$ cat src/rtl/weight_load_ctrl_pkg.sv
// rtl/weight_load_ctrl_pkg.sv - shared fixed-point/network definitions for the weight loader
//   WORD_W  : network fixed-point word width
//   state_t : weight loader FSM encoding (IDLE, LOAD, DONE)
//   clog2   : counter width helper, never returns less than 1
package weight_load_ctrl_pkg;

  localparam int WORD_W = 16;

  typedef enum logic [1:0] {
    IDLE = 2'd0,
    LOAD = 2'd1,
    DONE = 2'd2
  } state_t;

  function automatic int clog2(input int value);
    int r;
    r = 0;
    for (r = 0; (1 << r) < value; r++) begin
    end
    return (r < 1) ? 1 : r;
  endfunction

endpackage

$ cat src/rtl/weight_load_ctrl_onehot_dec.sv
// rtl/weight_load_ctrl_onehot_dec.sv - binary index to one-hot node enable decoder
//   ND     : number of outputs
//   index  : binary node index (indices >= ND decode to all zeros)
//   onehot : ND-bit one-hot vector
module onehot_dec
  import weight_load_ctrl_pkg::*;
#(
  parameter int ND = 8
) (
  input  logic [clog2(ND)-1:0] index,
  output logic [ND-1:0]        onehot
);

  localparam int IW = clog2(ND);

  always_comb begin
    onehot = '0;
    for (int i = 0; i < ND; i++) begin
      onehot[i] = (index == IW'(i));
    end
  end

endmodule

$ cat src/rtl/weight_load_ctrl.sv
// rtl/weight_load_ctrl.sv - streams ND*WPN weights into per-node shift registers
//   Optional feature macro: WLC_CHECKSUM_EN (drives chk with the running weight sum)
//   clk, rst (async active-low)      : clock and reset
//   start, abort                     : sequence control
//   s_valid, s_data, s_ready         : incoming weight stream
//   we, bus                          : registered one-hot shift enable and weight word
//   busy, done, err                  : status (done/err are one-cycle pulses)
//   chk                              : weight checksum, 0 when the feature is disabled
module weight_load_ctrl
  import weight_load_ctrl_pkg::*;
#(
  parameter int N   = WORD_W,
  parameter int ND  = 8,
  parameter int WPN = 4
) (
  input  logic          clk,
  input  logic          rst,
  input  logic          start,
  input  logic          abort,
  input  logic          s_valid,
  input  logic [N-1:0]  s_data,
  output logic          s_ready,
  output logic [ND-1:0] we,
  output logic [N-1:0]  bus,
  output logic          busy,
  output logic          done,
  output logic          err,
  output logic [N-1:0]  chk
);

  localparam int NCW = clog2(ND);
  localparam int WCW = clog2(WPN);

  // Reset release is retimed through two flops; until it propagates the FSM
  // refuses start, so no beat can be taken in the first cycles after release.
  logic [1:0] rst_sync;
  logic       run;

  always_ff @(posedge clk or negedge rst) begin
    if (!rst) rst_sync <= '0;
    else      rst_sync <= {rst_sync[0], 1'b1};
  end

  assign run = rst_sync[1];

  state_t         state, state_nx;
  logic [NCW-1:0] nc;
  logic [WCW-1:0] wc;
  logic           accept;
  logic           start_ok;
  logic           err_nx;
  logic           wc_last;
  logic           last_beat;
  logic [ND-1:0]  node_sel;

  assign wc_last   = (wc == WCW'(WPN - 1));
  assign last_beat = wc_last && (nc == NCW'(ND - 1));

  onehot_dec #(.ND(ND)) u_dec (
    .index  (nc),
    .onehot (node_sel)
  );

  always_ff @(posedge clk or negedge rst) begin
    if (!rst) state <= IDLE;
    else      state <= state_nx;
  end

  // Abort takes priority over a beat offered in the same cycle, so that beat
  // is never consumed. start outside IDLE only raises err.
  always_comb begin
    state_nx = state;
    s_ready  = 1'b0;
    busy     = 1'b0;
    accept   = 1'b0;
    start_ok = 1'b0;
    err_nx   = 1'b0;
    case (state)
      IDLE: begin
        if (start && run) begin
          state_nx = LOAD;
          start_ok = 1'b1;
        end
      end
      LOAD: begin
        s_ready = 1'b1;
        busy    = 1'b1;
        err_nx  = start;
        if (abort) begin
          state_nx = IDLE;
        end else if (s_valid) begin
          accept = 1'b1;
          if (last_beat) state_nx = DONE;
        end
      end
      DONE: begin
        busy     = 1'b1;
        err_nx   = start;
        state_nx = IDLE;
      end
      default: state_nx = IDLE;
    endcase
  end

  always_ff @(posedge clk or negedge rst) begin
    if (!rst) begin
      nc <= '0;
      wc <= '0;
    end else if (start_ok) begin
      nc <= '0;
      wc <= '0;
    end else if (accept) begin
      if (wc_last) begin
        wc <= '0;
        nc <= nc + 1'b1;
      end else begin
        wc <= wc + 1'b1;
      end
    end
  end

  // we is a one-cycle pulse per accepted beat; bus holds its last word during stalls.
  always_ff @(posedge clk or negedge rst) begin
    if (!rst) begin
      we   <= '0;
      bus  <= '0;
      done <= 1'b0;
      err  <= 1'b0;
    end else begin
      we   <= accept ? node_sel : '0;
      done <= accept && last_beat;
      err  <= err_nx;
      if (accept) bus <= s_data;
    end
  end

`ifdef WLC_CHECKSUM_EN
  logic [N-1:0] chk_q;

  always_ff @(posedge clk or negedge rst) begin
    if (!rst)          chk_q <= '0;
    else if (start_ok) chk_q <= '0;
    else if (accept)   chk_q <= chk_q + s_data;
  end

  assign chk = chk_q;
`else
  assign chk = '0;
`endif

endmodule

$ cat config.mk
export PLATFORM = sky130hd
export DESIGN_NAME = weight_load_ctrl
export DESIGN_NICKNAME = d
export VERILOG_FILES = /design/src/rtl/weight_load_ctrl_pkg.sv /design/src/rtl/weight_load_ctrl_onehot_dec.sv /design/src/rtl/weight_load_ctrl.sv
export SDC_FILE = /design/constraint.sdc
export NUM_CORES = 1
export LEC_CHECK = 0
export BUFFER_PORTS_ARGS = -buffer_cell sky130_fd_sc_hd__buf_2
export CAP_MARGIN = 0
export CORE_ASPECT_RATIO = 1.75
export CORE_MARGIN = 2
export CORE_UTILIZATION = 27
export DETAILED_ROUTE_END_ITERATION = 10
export PLACE_DENSITY = 0.52
export SYNTH_ARGS = -nofsm -noshare
export SYNTH_HDL_FRONTEND = slang
export SYNTH_SLANG_ARGS = --single-unit
$ cat constraint.sdc
create_clock -name clk -period 1.3 [get_ports clk]
set_input_delay 0.13 -clock clk [delete_from_list [all_inputs] [get_ports clk]]
set_output_delay 0.13 -clock clk [all_outputs]
set_load 0.02 [all_outputs]
==> flow_summary.yaml, run 1 <==
floorplanning:
  die_area_um2: 6520
  placementRows: 36
  die_w_um: 61.90
  start_util: 0.2813
  io_pins: 65
  dieHeight_um: 105.3
  core-area_um2: 5630
layout:
  antenna_cells: 0
  area_growth_pct: 36.89
  fin_util: 0.3851
  fillCellCount: 569
  num-nets-final: 219
  fin_area_um2: 2168
  drive_above_1_share: 0.5211
outcome:
  status: "finished with violations"
  violations: "negative setup slack"
global_routing:
  grt-ovfl-total: 0
  grtUsageTotal: 0.1006
  antenna_found_initial: 0
  grt_max_degree: 36
  grt_pass1_vias: 1089
  grt_pass1_wl_um: 4836
worst_setup_path:
  crit_buf_inv: 2
  critPathSlowestCell: "dfrtp_1"
  cp-start-kind: "flip-flop"
  cp-end-kind: "flip-flop"
  path_class: "reg -> reg"
  crit_arrival_ns: 1.56
  cp_cell_sequence: "ha_4 > nand3b_1 > buf_6 > buf_12 > mux2_2"
  cp_max_fo: 8
  reg2reg_slack_ns: -0.09
  cpPeakStageDelay_ns: 0.41
  critPathRequiredTime_ns: 1.47
  cp_top_family: "flip-flops"
clocking:
  cts-root-buf: "clkbuf_8"
  cts_tree: "built"
  numCtsBuffers: 5
  clk_path_buf_depth: 2
  cts.htree.levels: 2
  clock_latency_ns: 0.29
  clock_sinks: 35
  path_clk_slew_ns: 0.08
power_and_ir_drop:
  cellPowerDensity_nw_per_um2: 1890
  ir_worst_vdd_mv: 0.4965
  leakage_nw: 1.180
  power_mw: 4.098
timing:
  skew_ns: 0.007439
  fin_ws_ns: -0.08712
  drv_slew: 0
  period_share: 1.067
  setup_viol: 22
  timing.hold.ws_ns: 0.06442
  fin_crit_ns: 1.387
  fmax_mhz: 720.9
  hold_viol_final: 0
  rsz0062_at_grt: "yes"
synth:
  ys_seq_area_frac: 0.5529
  syn_inst: 121
  synth.distinct_cells: 24
  synth_area_um2: 1584
  ys_ff_latch: 35
  yosys_warnings: 0
  synth.avg_cell_area_um2: 13.09
drt:
  first_pass_iters: 2
  drc: 0
  wire_per_inst_um: 11.33
  drtIter0Drc: 33
  vias: 1057
  antenna_left: 0
  vias_per_cell: 3.974
  wl_um: 3014
placement:
  io_buffers: 48
  place_congestion: 0.7159
  detailedPlacementHpwl_um: 2234
  dpl_cell_area_um2: 1948
  place_ws_ns: -0.09787
worst_hold_path:
  min_path_type: "in -> reg"
job:
  maxCapViolCount: 0
-- worst reg2reg max path, delay by kind of cell (launching register included) --
| kind | cells | cell delay [ns] |
|---|---|---|
| flops | 1 | 0.41 |
| fa+ha+maj | 1 | 0.18 |
| buf+inv | 2 | 0.27 |
| simple gates | 1 | 0.09 |
| mux | 1 | 0.33 |
-- kinds of logic after synthesis --
group                      count (synthesis)  share of synthesized area
DFF                                       35                     0.5529
and+or+nand+nor                           27                    0.09400
buffers and inverters                     23                     0.1019
muxes                                     18                     0.1453
adders and majority gates                  9                    0.07109
AOI/OAI and AO/OA                          6                    0.02449
other                                      2                   0.004741
xor gates and xnor gates                   1                   0.005530
-- layout make-up --
cell class / count / area [um^2] / area share
Clock buffer: 5 / 68.82 / 0.03174
Clock inverter: 3 / 43.79 / 0.02020
Inverter: 5 / 21.27 / 0.009810
Multi-Input combinational cell: 78 / 655.6 / 0.3024
Sequential cell: 35 / 875.8 / 0.4039
Tap cell: 76 / 95.09 / 0.04385
Timing Repair Buffer: 64 / 407.9 / 0.1881
-- synth_stat cells (all sizes together) --
cell / n / area, um^2
mux2: 16 / 210.2
mux2i: 2 / 20.02
o2bb2a: 1 / 10.01
conb: 2 / 7.510
and2: 2 / 12.51
or2: 1 / 6.260
buf: 18 / 142.6
xnor2: 1 / 8.760
nand3: 1 / 5.000
nand3b: 1 / 7.510
dfrtp: 35 / 875.8
or3: 1 / 6.260
and3: 9 / 56.30
nor2b: 1 / 6.260
nand4b: 1 / 8.760
a21oi: 4 / 20.02
nor2: 5 / 18.77
ha: 9 / 112.6
a221oi: 1 / 8.760
nand2b: 1 / 6.260
nand2: 4 / 15.01
inv: 5 / 18.77
-- metrics by stage --
stage	setup TNS, ns	cells
6_report	-1.395	266
3_5_place_dp	-1.628	253
3_3_place_gp	-0.9863	253
4_1_cts	-1.921	266
2_1_floorplan	-0.8424	136
5_1_grt	-3.216	266
-- state kept, by name, indices dropped and copies added, names as in the netlist --
name      cells
nc            3
err           1
bus          16
rst_sync      2
done          1
state         2
wc            2
we            8
-- per-layer routing --
metal,part of all wire,up-vias,global-route usage
li1,-,506,-
met3,0.062,6,0.02454
met5,0,-,0
met1,0.36,502,0.09645
met4,0.021,0,0.05471
met2,0.56,43,0.1820
-- layout by cell type (no fill, tap or decap), types with 2 or more instances in the layout --
cell type  instances
mux2i_1            2
buf_2             46
dfrtp_1           35
nand2_1            4
conb_1            17
buf_4             13
clkbuf_8           5
inv_1              3
mux2_2             8
ha_2               2
buf_6              2
and3_1             9
a21oi_1            3
mux2_4             8
ha_1               5
ha_4               2
nor2_1             5
-- final timing paths --
check,start,depth (start not counted),to
setup / recovery,state[0],5,bus[11]
hold / removal,s_data[1],2,bus[1]
setup reg to reg,state[0],5,bus[11]
hold reg to reg,rst_sync[0],0,rst_sync[1]
max in group asynchronous,rst,3,we[7]
min in group asynchronous,rst,3,bus[9]
-- timing repair --
action                                 in CTS  in global routing
cloned                                      1                  0
gates resized for setup                    12                  2
endpoints found under the hold margin      35                  0
buffers inserted                            3                  0
hold buffers                                1                  0
pin swaps                                   3                  3
setup endpoints to repair                  29                 32
-- power by group --
| part | switching, mW | total (mW) | leakage, nW | internal [mW] |
|---|---|---|---|---|
| clock network | 0.398 | 0.969 | 0.0581 | 0.571 |
| registers | 0.162 | 1.56 | 0.448 | 1.40 |
| logic | 0.809 | 1.57 | 0.673 | 0.759 |
Note: power is estimated with default switching activity, not from simulation.
==> inputs of run 2 (changes only) <==
- ABC_AREA: not set -> 1
- PLACE_DENSITY: 0.52 -> 0.51
==> run 2 against run 1 <==
Against the previous run: the run now ends clean; first-iteration DRC count increased by 48%; sequential power increased by 8%; via count increased by 20%; clock power increased by 0.8%; wire length increased by 7.2%; power increased by 11%; area after synthesis increased by 1.8%; utilization decreased by 1.8 points.
==> flow_summary.yaml, run 2 <==
outcome:
  status: "finished, final reports clean"
worst_setup_path:
  cpPeakStageDelay_ns: 0.42
  critPathSlowestCell: "dfrtp_1"
  cp_max_fo: 3
  path_class: "reg -> out"
  cp_cell_sequence: "inv_2 > ha_4 > buf_6"
  cp-start-kind: "flip-flop"
  cp-end-kind: "primary output"
  crit_arrival_ns: 1.15
  critPathRequiredTime_ns: 1.17
drt:
  wl_um: 3232
  drc: 0
  vias: 1272
  first_pass_iters: 4
  drtIter0Drc: 49
  vias_per_cell: 3.987
  antenna_left: 0
  wire_per_inst_um: 10.13
synth:
  synth_edf_count: 0
  ys_ff_latch: 35
  synth.distinct_cells: 14
  ys_seq_area_frac: 0.5431
  async_reset_ff_frac: 1.000
  yosysTopAreaCell: "dfrtp_1"
  synth-main-ff-cell: "dfrtp_1"
  yosysMostFrequentCell: "nand2_1"
  synth.avg_cell_area_um2: 9.010
  synthTopCellsByArea: "dfrtp_1 54%, nand2_1 17%, buf_4 7.4%"
  synth_area_um2: 1613
  syn_inst: 179
  yosys-top-cells-count: "73 x nand2_1, 35 x dfrtp_1, 18 x inv_1"
  yosys_warnings: 0
  synth_top_area_share: 0.5431
clocking:
  numCtsBuffers: 5
  clock_latency_ns: 0.28
  clock_sinks: 35
  clk_path_buf_depth: 2
  cts-root-buf: "clkbuf_8"
  path_clk_slew_ns: 0.07
  cts.htree.levels: 2
  cts_tree: "built"
placement:
  place_congestion: 0.7480
  dpl_cell_area_um2: 1929
  place_inst: 310
  io_buffers: 48
  detailedPlacementHpwl_um: 2331
timing:
  skew_ns: 0.005021
  period_share: 0.9810
  setup_viol: 0
  rsz0062_at_grt: "yes"
  drv_slew: 0
  fin_crit_ns: 1.275
  hold_viol_final: 0
  fmax_mhz: 784.1
  finalSetupTns_ns: 0
layout:
  layout_common_cells: "70 x nand2_1, 46 x buf_2, 34 x dfrtp_1"
  area_growth_pct: 32.74
  register_area_um2: 877.1
  top_register: "bus"
  fin_area_um2: 2141
  top_regs: "bus: 16 flops, we: 8 flops, nc: 3 flops"
  drive_above_1_share: 0.3402
  num-nets-final: 270
  layout_commonest_cell: "nand2_1"
  fin_util: 0.3670
  multiInputGateArea_um2: 649.4
  fillCellCount: 647
  largest_reg_flops: 16
  antenna_cells: 0
  stdcell_count: 319
floorplanning:
  core-area_um2: 5833
  dieHeight_um: 106.2
  io_pins: 65
  die_area_um2: 6632
  die_w_um: 62.43
  start_util: 0.2765
  placementRows: 37
power_and_ir_drop:
  ir_worst_vdd_mv: 0.8044
  leakage_nw: 1.222
  cellPowerDensity_nw_per_um2: 2122
  power_mw: 4.544
global_routing:
  grtUsageTotal: 0.1001
  antenna_found_initial: 0
  grt-ovfl-total: 0
  grt_max_degree: 36
  grt_pass1_vias: 1191
  grt_pass1_wl_um: 5209
worst_hold_path:
  min_path_type: "in -> reg"
job:
  maxCapViolCount: 0
[run 2: final timing paths]
check	endpoint	cells after the start	startpoint	slack, ns
min in group asynchronous	done	3	rst	0.41
max reg2reg	nc[2]	7	state[0]	0.08
max in group asynchronous	nc[2]	3	rst	0.55
max	busy	3	state[0]	0.02
min	bus[11]	3	s_data[11]	0.03
min reg2reg	rst_sync[1]	0	rst_sync[0]	0.35
[run 2: metal layers]
| layer | routed length [um] | track usage | part of all wire |
|---|---|---|---|
| met1 | 1201 | 0.09817 | 0.37 |
| met3 | 179 | 0.02222 | 0.055 |
| met2 | 1764 | 0.1866 | 0.55 |
| met4 | 87 | 0.06190 | 0.027 |
| met5 | 0 | 0 | 0 |
[run 2: cells by family after synthesis]
kind of cell,count (synthesis),synth area share
adder cells (fa/ha/maj),9,0.06982
buffers and inverters,38,0.1373
flip-flops,35,0.5431
other,2,0.004657
AND/OR/NAND/NOR,95,0.2452
[run 2: power breakdown]
group          internal, mW  total, mW  switching [mW]
Clock                 0.571      0.977           0.406
Combinational         0.720       1.88            1.16
Sequential             1.45       1.69           0.233
Total                  2.74       4.54            1.80
[run 2: repair_timing]
action	in CTS	in global routing
cloned	0	0
hold endpoints to repair	35	0
setup buffers	0	0
pin swaps	1	4
endpoints found under the setup margin	2	30
hold buffers	1	0
resized for setup	3	18
[run 2: layout make-up]
class / count / share of cell area
Clock buffer: 5 / 0.03214
Clock inverter: 3 / 0.02046
Inverter: 19 / 0.03448
Multi-Input combinational cell: 121 / 0.3033
Sequential cell: 35 / 0.4097
Tap cell: 78 / 0.04559
Timing Repair Buffer: 58 / 0.1543
[run 2: stage by stage]
stage                     setup slack [ns]  hold slack (ns)
after floorplan                    0.02026          -0.1656
after global placement             0.05429           0.1985
after detailed placement           0.04055           0.2040
after CTS                         -0.01726          0.02197
after global routing              -0.03217          0.03117
final                              0.02469          0.03216
[run 2: worst max-delay path: cells and delay by family (launching register included)]
kind | cells | cell delay, ns
fa+ha+maj | 1 | 0.27
buf+inv | 2 | 0.18
flops | 1 | 0.42
